### config.mk
export PLATFORM = sky130hd
export DESIGN_NAME = program_sequencer
export DESIGN_NICKNAME = d
export VERILOG_FILES = /design/src/rtl/program_sequencer_pkg.sv /design/src/rtl/program_sequencer.sv
export SDC_FILE = /design/constraint.sdc
export NUM_CORES = 1
export LEC_CHECK = 0
export ABC_CLOCK_PERIOD_IN_PS = 3200
export BUFFER_PORTS_ARGS = -buffer_cell sky130_fd_sc_hd__buf_2
export CORE_UTILIZATION = 45
export CTS_BUF_LIST = sky130_fd_sc_hd__clkbuf_16
export DETAILED_ROUTE_END_ITERATION = 8
export PLACE_DENSITY = 0.83
export SLEW_MARGIN = 10
export SYNTH_ARGS = -nofsm -noshare
export SYNTH_HDL_FRONTEND = slang
export SYNTH_SLANG_ARGS = --single-unit
### constraint.sdc
create_clock -name clock -period 3.2 [get_ports clock]
set_input_delay 0.64 -clock clock [delete_from_list [all_inputs] [get_ports clock]]
set_output_delay 0.64 -clock clock [all_outputs]
set_load 0.005 [all_outputs]
### src/rtl/program_sequencer_pkg.sv
// Shared definitions for the program sequencer: widths, state encoding, helpers.
package program_sequencer_pkg;

   localparam int unsigned DEF_INSTR_W    = 26;
   localparam int unsigned DEF_ADDR_W     = 16;
   localparam int unsigned DEF_PROG_DEPTH = 64;
   localparam int unsigned CNT_W          = 16;

   typedef enum logic [2:0] {
      ST_IDLE  = 3'd0,
      ST_FETCH = 3'd1,
      ST_WAIT  = 3'd2,
      ST_EXEC  = 3'd3,
      ST_DONE  = 3'd4
   } seqState_t;

   // Saturating increment for the issue counter.
   function automatic logic [CNT_W-1:0] satInc(input logic [CNT_W-1:0] v);
      return (v == {CNT_W{1'b1}}) ? v : v + CNT_W'(1);
   endfunction

endpackage

### src/rtl/program_sequencer.sv
// Program sequencer for the control_matrix soft CPU: loads a program image into
// external synchronous memory, then fetches and issues one instruction per IP.
module program_sequencer
   import program_sequencer_pkg::*;
#(
   parameter int unsigned INSTR_W    = DEF_INSTR_W,
   parameter int unsigned ADDR_W     = DEF_ADDR_W,
   parameter int unsigned PROG_DEPTH = DEF_PROG_DEPTH
) (
   input  logic               clock,
   input  logic               resetN,
   input  logic               loadValid,
   output logic               loadReady,
   input  logic [ADDR_W-1:0]  loadAddr,
   input  logic [INSTR_W-1:0] loadData,
   input  logic [ADDR_W-1:0]  progLength,
   input  logic               run,
   input  logic               step,
   input  logic               haltReq,
   input  logic [ADDR_W-1:0]  instructionPointer,
   output logic [INSTR_W-1:0] instruction,
   output logic               cpuEnable,
   output logic [ADDR_W-1:0]  memAddr,
   output logic               memReadEn,
   output logic               memWriteEn,
   output logic [INSTR_W-1:0] memWdata,
   input  logic [INSTR_W-1:0] memRdata,
   output logic               busy,
   output logic               done,
   output logic               loadErr,
   output logic [CNT_W-1:0]   instrCount
);

   seqState_t         state;
   seqState_t         stateNext;

   logic [ADDR_W-1:0] progLen;
   logic              stepMode;
   logic              haltSeen;

   logic              startSeq;
   logic              loadErrSet;
   logic              doneSet;
   logic              captureInstr;
   logic              issueInstr;
   logic              loadAddrOk;

   assign loadAddrOk = (loadAddr < ADDR_W'(PROG_DEPTH));

   // State register; reset returns to IDLE immediately.
   always_ff @(posedge clock or negedge resetN) begin
      if (!resetN) begin
         state <= ST_IDLE;
      end else begin
         state <= stateNext;
      end
   end

   // Next-state decode plus memory, CPU strobe and status decodes.
   always_comb begin
      stateNext    = state;
      loadReady    = 1'b0;
      busy         = 1'b0;
      cpuEnable    = 1'b0;
      memAddr      = '0;
      memReadEn    = 1'b0;
      memWriteEn   = 1'b0;
      memWdata     = '0;
      startSeq     = 1'b0;
      loadErrSet   = 1'b0;
      doneSet      = 1'b0;
      captureInstr = 1'b0;
      issueInstr   = 1'b0;

      unique case (state)
         ST_IDLE: begin
            loadReady = 1'b1;
            // Writes go straight through to memory; out-of-range words are dropped.
            if (loadValid && resetN) begin
               if (loadAddrOk) begin
                  memWriteEn = 1'b1;
                  memAddr    = loadAddr;
                  memWdata   = loadData;
               end else begin
                  loadErrSet = 1'b1;
               end
            end
            if (run || step) begin
               startSeq  = 1'b1;
               stateNext = ST_FETCH;
            end
         end

         ST_FETCH: begin
            busy = 1'b1;
            if (instructionPointer >= progLen) begin
               doneSet   = 1'b1;
               stateNext = ST_DONE;
            end else begin
               memAddr   = instructionPointer;
               memReadEn = 1'b1;
               stateNext = ST_WAIT;
            end
         end

         ST_WAIT: begin
            busy         = 1'b1;
            captureInstr = 1'b1;
            stateNext    = ST_EXEC;
         end

         ST_EXEC: begin
            busy       = 1'b1;
            cpuEnable  = 1'b1;
            issueInstr = 1'b1;
            if (haltSeen || haltReq || stepMode) begin
               stateNext = ST_IDLE;
            end else begin
               stateNext = ST_FETCH;
            end
         end

         ST_DONE: begin
            if (!run && !step) begin
               stateNext = ST_IDLE;
            end
         end

         default: begin
            stateNext = ST_IDLE;
         end
      endcase
   end

   // Sequence context, fetched instruction and status flags.
   always_ff @(posedge clock or negedge resetN) begin
      if (!resetN) begin
         progLen     <= '0;
         stepMode    <= 1'b0;
         haltSeen    <= 1'b0;
         instruction <= '0;
         instrCount  <= '0;
         done        <= 1'b0;
         loadErr     <= 1'b0;
      end else begin
         if (startSeq) begin
            progLen    <= progLength;
            stepMode   <= !run;
            haltSeen   <= 1'b0;
            instrCount <= '0;
            done       <= 1'b0;
            loadErr    <= 1'b0;
         end
         if (loadErrSet) begin
            loadErr <= 1'b1;
         end
         if (doneSet) begin
            done <= 1'b1;
         end
         if (captureInstr) begin
            instruction <= memRdata;
         end
         if (issueInstr) begin
            instrCount <= satInc(instrCount);
         end
         if (busy && haltReq) begin
            haltSeen <= 1'b1;
         end
      end
   end

endmodule

# Yosys cells after proc, flatten, opt, wreduce, memory -nomap -nowiden

Index checks and enable logic that the tools add are counted.

Reductions and logical operators: 16
Order comparisons: 2
$add $sub $neg: 1
Equal/unequal tests: 8
Mux-type cells: 35

Operator list:

| operator              | number |
|---|---|
| $mux 16               | 6 |
| $mux 26               | 3 |
| $pmux 16 s2           | 1 |
| $mux 1                | 21 |
| $add 16x1->16 const B | 1 |
| $eq 16x16->1 const B  | 1 |
| $ge 16x16->1          | 1 |
| $lt 16x7->1 const B   | 1 |
| $pmux 3 s5            | 1 |
| $mux 3                | 3 |
| $reduce_bool 2->1     | 4 |
| $eq 3x2->1 const B    | 2 |
| $ne 2x2->1 const B    | 3 |
| $reduce_and 2->1      | 2 |
| $eq 3x1->1 const B    | 1 |
| $eq 3x3->1 const B    | 1 |
| $logic_and 1x1->1     | 3 |
| $logic_not 3->1       | 1 |
| $logic_or 1x1->1      | 3 |
| $reduce_or 3->1       | 1 |
| $logic_not 1->1       | 2 |

Output and inout port bits: 91
Input port bits: 106
Logic and storage cells: 70
Register bits after elaboration: 65

# Logic depth before layout (Yosys ltp)

Depth in word-level cells: 5
Gate-level depth with buffers: 8

# Worst setup path after synthesis

No wires, ideal clock.

Path type: in2out
From: input instructionPointer[0]
To: output memAddr[11]
Buffers on the path: 1
Data required time: 2,560 ps
Stages: 8
Path slack: 334 ps
Arrival time: 2,226 ps
Path through: inv_1 -> ha_1 -> nand2b_4 -> a2111oi_4 -> a2111oi_4 -> nor4b_4 -> buf_6 -> and2_1

Longest elaborated chain between the ends: 3

RTL lines:

| what         | RTL line                | RTL |
|---|---|---|
| from (decl)  | program_sequencer.sv:20 | `input logic [ADDR_W-1:0] instructionPointer,` |
| $ge 16x16->1 | program_sequencer.sv:96 | `if (instructionPointer >= progLen) begin` |
| $mux 16      | program_sequencer.sv:96 |  |
| $pmux 16 s2  | program_sequencer.sv:75 | `unique case (state)` |
| to (decl)    | program_sequencer.sv:23 | `output logic [ADDR_W-1:0] memAddr,` |

No other way between the ends.

# Worst setup path after layout

From: input instructionPointer[15]
To: output memAddr[2]

Same word-level chain as after synthesis.

==> summary.txt <==
Detailed routing
  • Pre-Repair DR Iteration Count: 4
  • Via density: 5.11
  • Initial detailed-routing violation count: 112
  • Final WL: 9110 um
  • DR WL/cell: 14.2 um
  • Post-route ant nets: 0
  • DRC Markers: 0
  • Total vias in the final route: 3273

Clock network
  • Setup Fix Bufs, Post-CTS: 0
  • Hold Buf Count CTS: 0
  • Post-CTS sizing: 0
  • Worst skew pair latency: approximately 0.32 ns
  • H-tree depth: 3
  • Root Driver: clkbuf_16
  • Clock buffer depth: 2
  • TritonCTS Sinks: 65
  • CTS Buf Count: 9
  • CTS tree: built
  • Clock transition at path regs: ~0.06 ns

STA
  • Slew headroom: 0.462
  • Final hold vios: 0
  • Worst Skew: around 0.0056 ns
  • Fin worst setup slack: 0.0808 ns
  • Fmax: 0.321 GHz
  • Tightest Pin Transition: roughly 0.81 ns
  • Crit share post-route: 0.975
  • Setup TNS: 0 ns
  • RSZ-0062 raised after global routing: no
  • Post-route minimum period: 3.12 ns
  • Final setup vio count: 0
  • Max-slew violations: 0

Finish
  • Nets@finish: 660
  • Register Area: 1630 um2
  • Footprint of the multi-input gates: 1730 um2
  • Fraction of layout cells with a size suffix above 1: 0.424
  • Number of fill cells: between 600 and 700
  • Diode count: 0
  • Area Growth Syn to Fin: 41.5%

Yosys
  • Avg Cell Area, Syn: about 10 um2
  • Synthesized net count: 458
  • Compound-Gate Fraction of Synth Area: 0.118
  • Synthesized area: 3480 um2
  • Synth Warn #: 0
  • Adder-Cell Fraction of Synth Area: 0.0611
  • XOR/XNOR share of the synthesized area: 0.0252
  • Most used DFF post-synth: dfrtp_1
  • Flops & latches, synth: between 60 and 70
  • Simple-gate share of the synthesized area: 0.202
  • Asr flop ratio synth: 1.00
  • Synth unique cells: 44
  • Number of synthesized flops with an enable pin: 0
  • Sequential area share after synthesis: 0.467
  • Cell count after synthesis: 335
  • Largest family of logic cells by synthesized area: simple AND/OR/NAND/NOR gates
  • Post-synthesis mux area share: 0.0870

Place
  • Pre-CTS WS: 0.0491 ns
  • Post-DP HPWL: 7190 um
  • I/O Buffers: 196
  • Gpl congestion: slightly below 0.9

Floorplan
  • IO Pins: 197
  • Starting Density: 0.472
  • Die area: 8090 um2
  • Chip width: approximately 90 um
  • Die Height: 89.9 um
  • FP Rows: 31
  • Core area: about 7400 um2

Power
  • Clk pwr share: 0.275
  • NetSw: 1.27 mW
  • P_int: about 2.5 mW
  • Maximum VDD drop: 0.367 mV
  • Fraction of power consumed by combinational cells: 0.380
  • Sequential share of power: 0.345
  • Power per Cell Area: 769 nW/um2
  • Pleak: 2.60 nW
  • Switching share of power: 0.335

GRT
  • Overall Global Routing Usage: 0.238
  • Met1 Track Usage GR: 0.272
  • Vias in the first global route: 3278
  • Top Usage Layer GRT: met2
  • GR Util met3: 0.0372
  • Largest net degree at the start of global routing: 66
  • Antenna violations before repair: 0
  • Met2 Usage GRT: 0.426
  • First-pass GRT wire length: between 15000 and 20000 um
  • Congestion Overflow GR: 0

Run
  • Max Cap Viol: 0

Critical path
  • Cell Chain, Critical Path: buf_2 -> ha_1 -> and4_1 -> nand4_1 -> a2111oi_4 -> nor4b_4 -> buf_12 -> a22o_1 -> buf_2
  • Critical path's largest stage delay: 0.34 ns
  • CP Launch Type: primary input
  • Worst path arrival time: 2.48 ns
  • WS Path Type: primary input to output pin
  • CP Capture Type: output pin
  • Slowest stage cell, crit path: a2111oi_4
  • Req. time, crit path: 2.56 ns
  • Delay-heaviest family, CP: compound AO/OA/AOI/OAI gates
  • WP buf/inv: 3
  • CP Max Fanout: 17
  • Crit-path most repeated cell: buf_2

Min path
  • Hold Crit Class: flop to flop

Run status
  • Status: completed
final timing paths:
| check | startpoint | endpoint | slack [ns] | depth (start not counted) |
|---|---|---|---|---|
| worst min-delay path | loadErr$_DFFE_PN0P_ | loadErr$_DFFE_PN0P_ | 0.47 | 2 |
| worst min register to register | loadErr$_DFFE_PN0P_ | loadErr$_DFFE_PN0P_ | 0.47 | 2 |
| min in group asynchronous | resetN | instrCount[9]$_DFFE_PN0P_ | 0.54 | 2 |
| worst max register to register | state[1]$_DFFE_PN0P_ | instrCount[14]$_DFFE_PN0P_ | 1.24 | 6 |
| worst max-delay path | instructionPointer[15] | memAddr[2] | 0.08 | 9 |
| max in group asynchronous | resetN | haltSeen$_DFFE_PN0P_ | 2.13 | 2 |
layer usage:
metal  up-vias  share of wire
li1       1586              -
met1      1519           0.40
met4         0          0.038
met3        20          0.054
met5         -              0
met2       148           0.51
cell type report:
class                   instances  area share
repair buffers                204       0.214
flip-flops and latches         65       0.330
clock buffers                   9      0.0457
clock inverters                 7      0.0191
multi-input cells             238       0.351
inverters                      19      0.0145
well taps                      99      0.0252
cells by family after synthesis:
group,after synthesis
compound gates,59
simple gates,125
buf+inv,32
flops,65
xor+xnor,10
mux,27
fa+ha+maj,17
registers in the layout, summed over array words and instances (netlist names):
register / count
stepMode: 1
instrCount: 16
loadErr: 1
state: 3
haltSeen: 1
instruction: 26
done: 1
progLen: 16
cell usage after synthesis, types with 2 or more instances:
| cell type | count | area (um2) |
|---|---|---|
| a21oi_1 | 14 | 70.1 |
| a21o_1 | 2 | 15.0 |
| dfrtp_1 | 65 | 1630 |
| nor2_1 | 18 | 67.6 |
| clkbuf_1 | 8 | 30.0 |
| a2111oi_4 | 2 | 55.1 |
| or2_1 | 2 | 12.5 |
| and2_1 | 37 | 231 |
| xnor2_1 | 10 | 87.6 |
| buf_2 | 2 | 10.0 |
| inv_1 | 18 | 67.6 |
| nand2_1 | 30 | 113 |
| and4_1 | 3 | 26.3 |
| nand4_1 | 7 | 43.8 |
| ha_1 | 17 | 213 |
| mux2_1 | 26 | 293 |
| nand3_1 | 8 | 40.0 |
| o31ai_1 | 4 | 30.0 |
| a22o_1 | 7 | 61.3 |
| o211ai_1 | 3 | 22.5 |
| nor4_1 | 7 | 43.8 |
| nand2b_1 | 3 | 18.8 |
| a211oi_1 | 3 | 22.5 |
| o21ai_1 | 19 | 95.1 |
power groups by stage:
stage | combinational, mW | sequential (mW) | clock [mW]
after global placement | 1.39 | 1.29 | 0
after floorplan | 0.852 | 1.31 | 0
after detailed placement | 1.45 | 1.32 | 0
after CTS | 1.46 | 1.31 | 1.06
after global routing | 1.62 | 1.35 | 1.10
final | 1.44 | 1.31 | 1.04
worst register-to-register path, delay by kind of cell, from the launching register on:
kind / cells / cell delay [ns]
buffers and inverters: 1 / 0.25
AOI/OAI and AO/OA: 2 / 0.54
DFF: 1 / 0.46
and+or+nand+nor: 2 / 0.44
xor gates and xnor gates: 1 / 0.15
cell usage in the layout, fill, tap and decap left out, types with 2 or more instances in the layout:
master / Yosys / routed
a2111oi_4: 2 / 2
a211oi_1: 3 / 3
a21o_1: 2 / 2
a21oi_1: 14 / 13
a22o_1: 7 / 7
and2_1: 37 / 37
and4_1: 3 / 3
buf_2: 2 / 196
buf_4: 1 / 7
bufinv_16: 0 / 2
clkbuf_16: 0 / 9
dfrtp_1: 65 / 65
ha_1: 17 / 17
inv_1: 18 / 18
mux2_1: 26 / 26
nand2_1: 30 / 30
nand2b_1: 3 / 3
nand3_1: 8 / 8
nand4_1: 7 / 7
nor2_1: 18 / 18
nor4_1: 7 / 7
o211ai_1: 3 / 3
o21ai_1: 19 / 19
o31ai_1: 4 / 4
or2_1: 2 / 2
xnor2_1: 10 / 10
metrics by stage:
stage / hold slack, ns / instance area, um2 / total power [mW] / std cells / util
final: 0.472 / 4920 / 3.79 / 641 / 0.668
after global routing: 0.498 / 4920 / 4.07 / 641 / 0.668
after CTS: 0.481 / 4920 / 3.82 / 641 / 0.668
after detailed placement: 0.469 / 4600 / 2.77 / 625 / 0.624
after global placement: 0.453 / 4600 / 2.68 / 625 / 0.624
after floorplan: 0.344 / 3480 / 2.17 / 335 / -
Power figures use the tool's default switching activity.
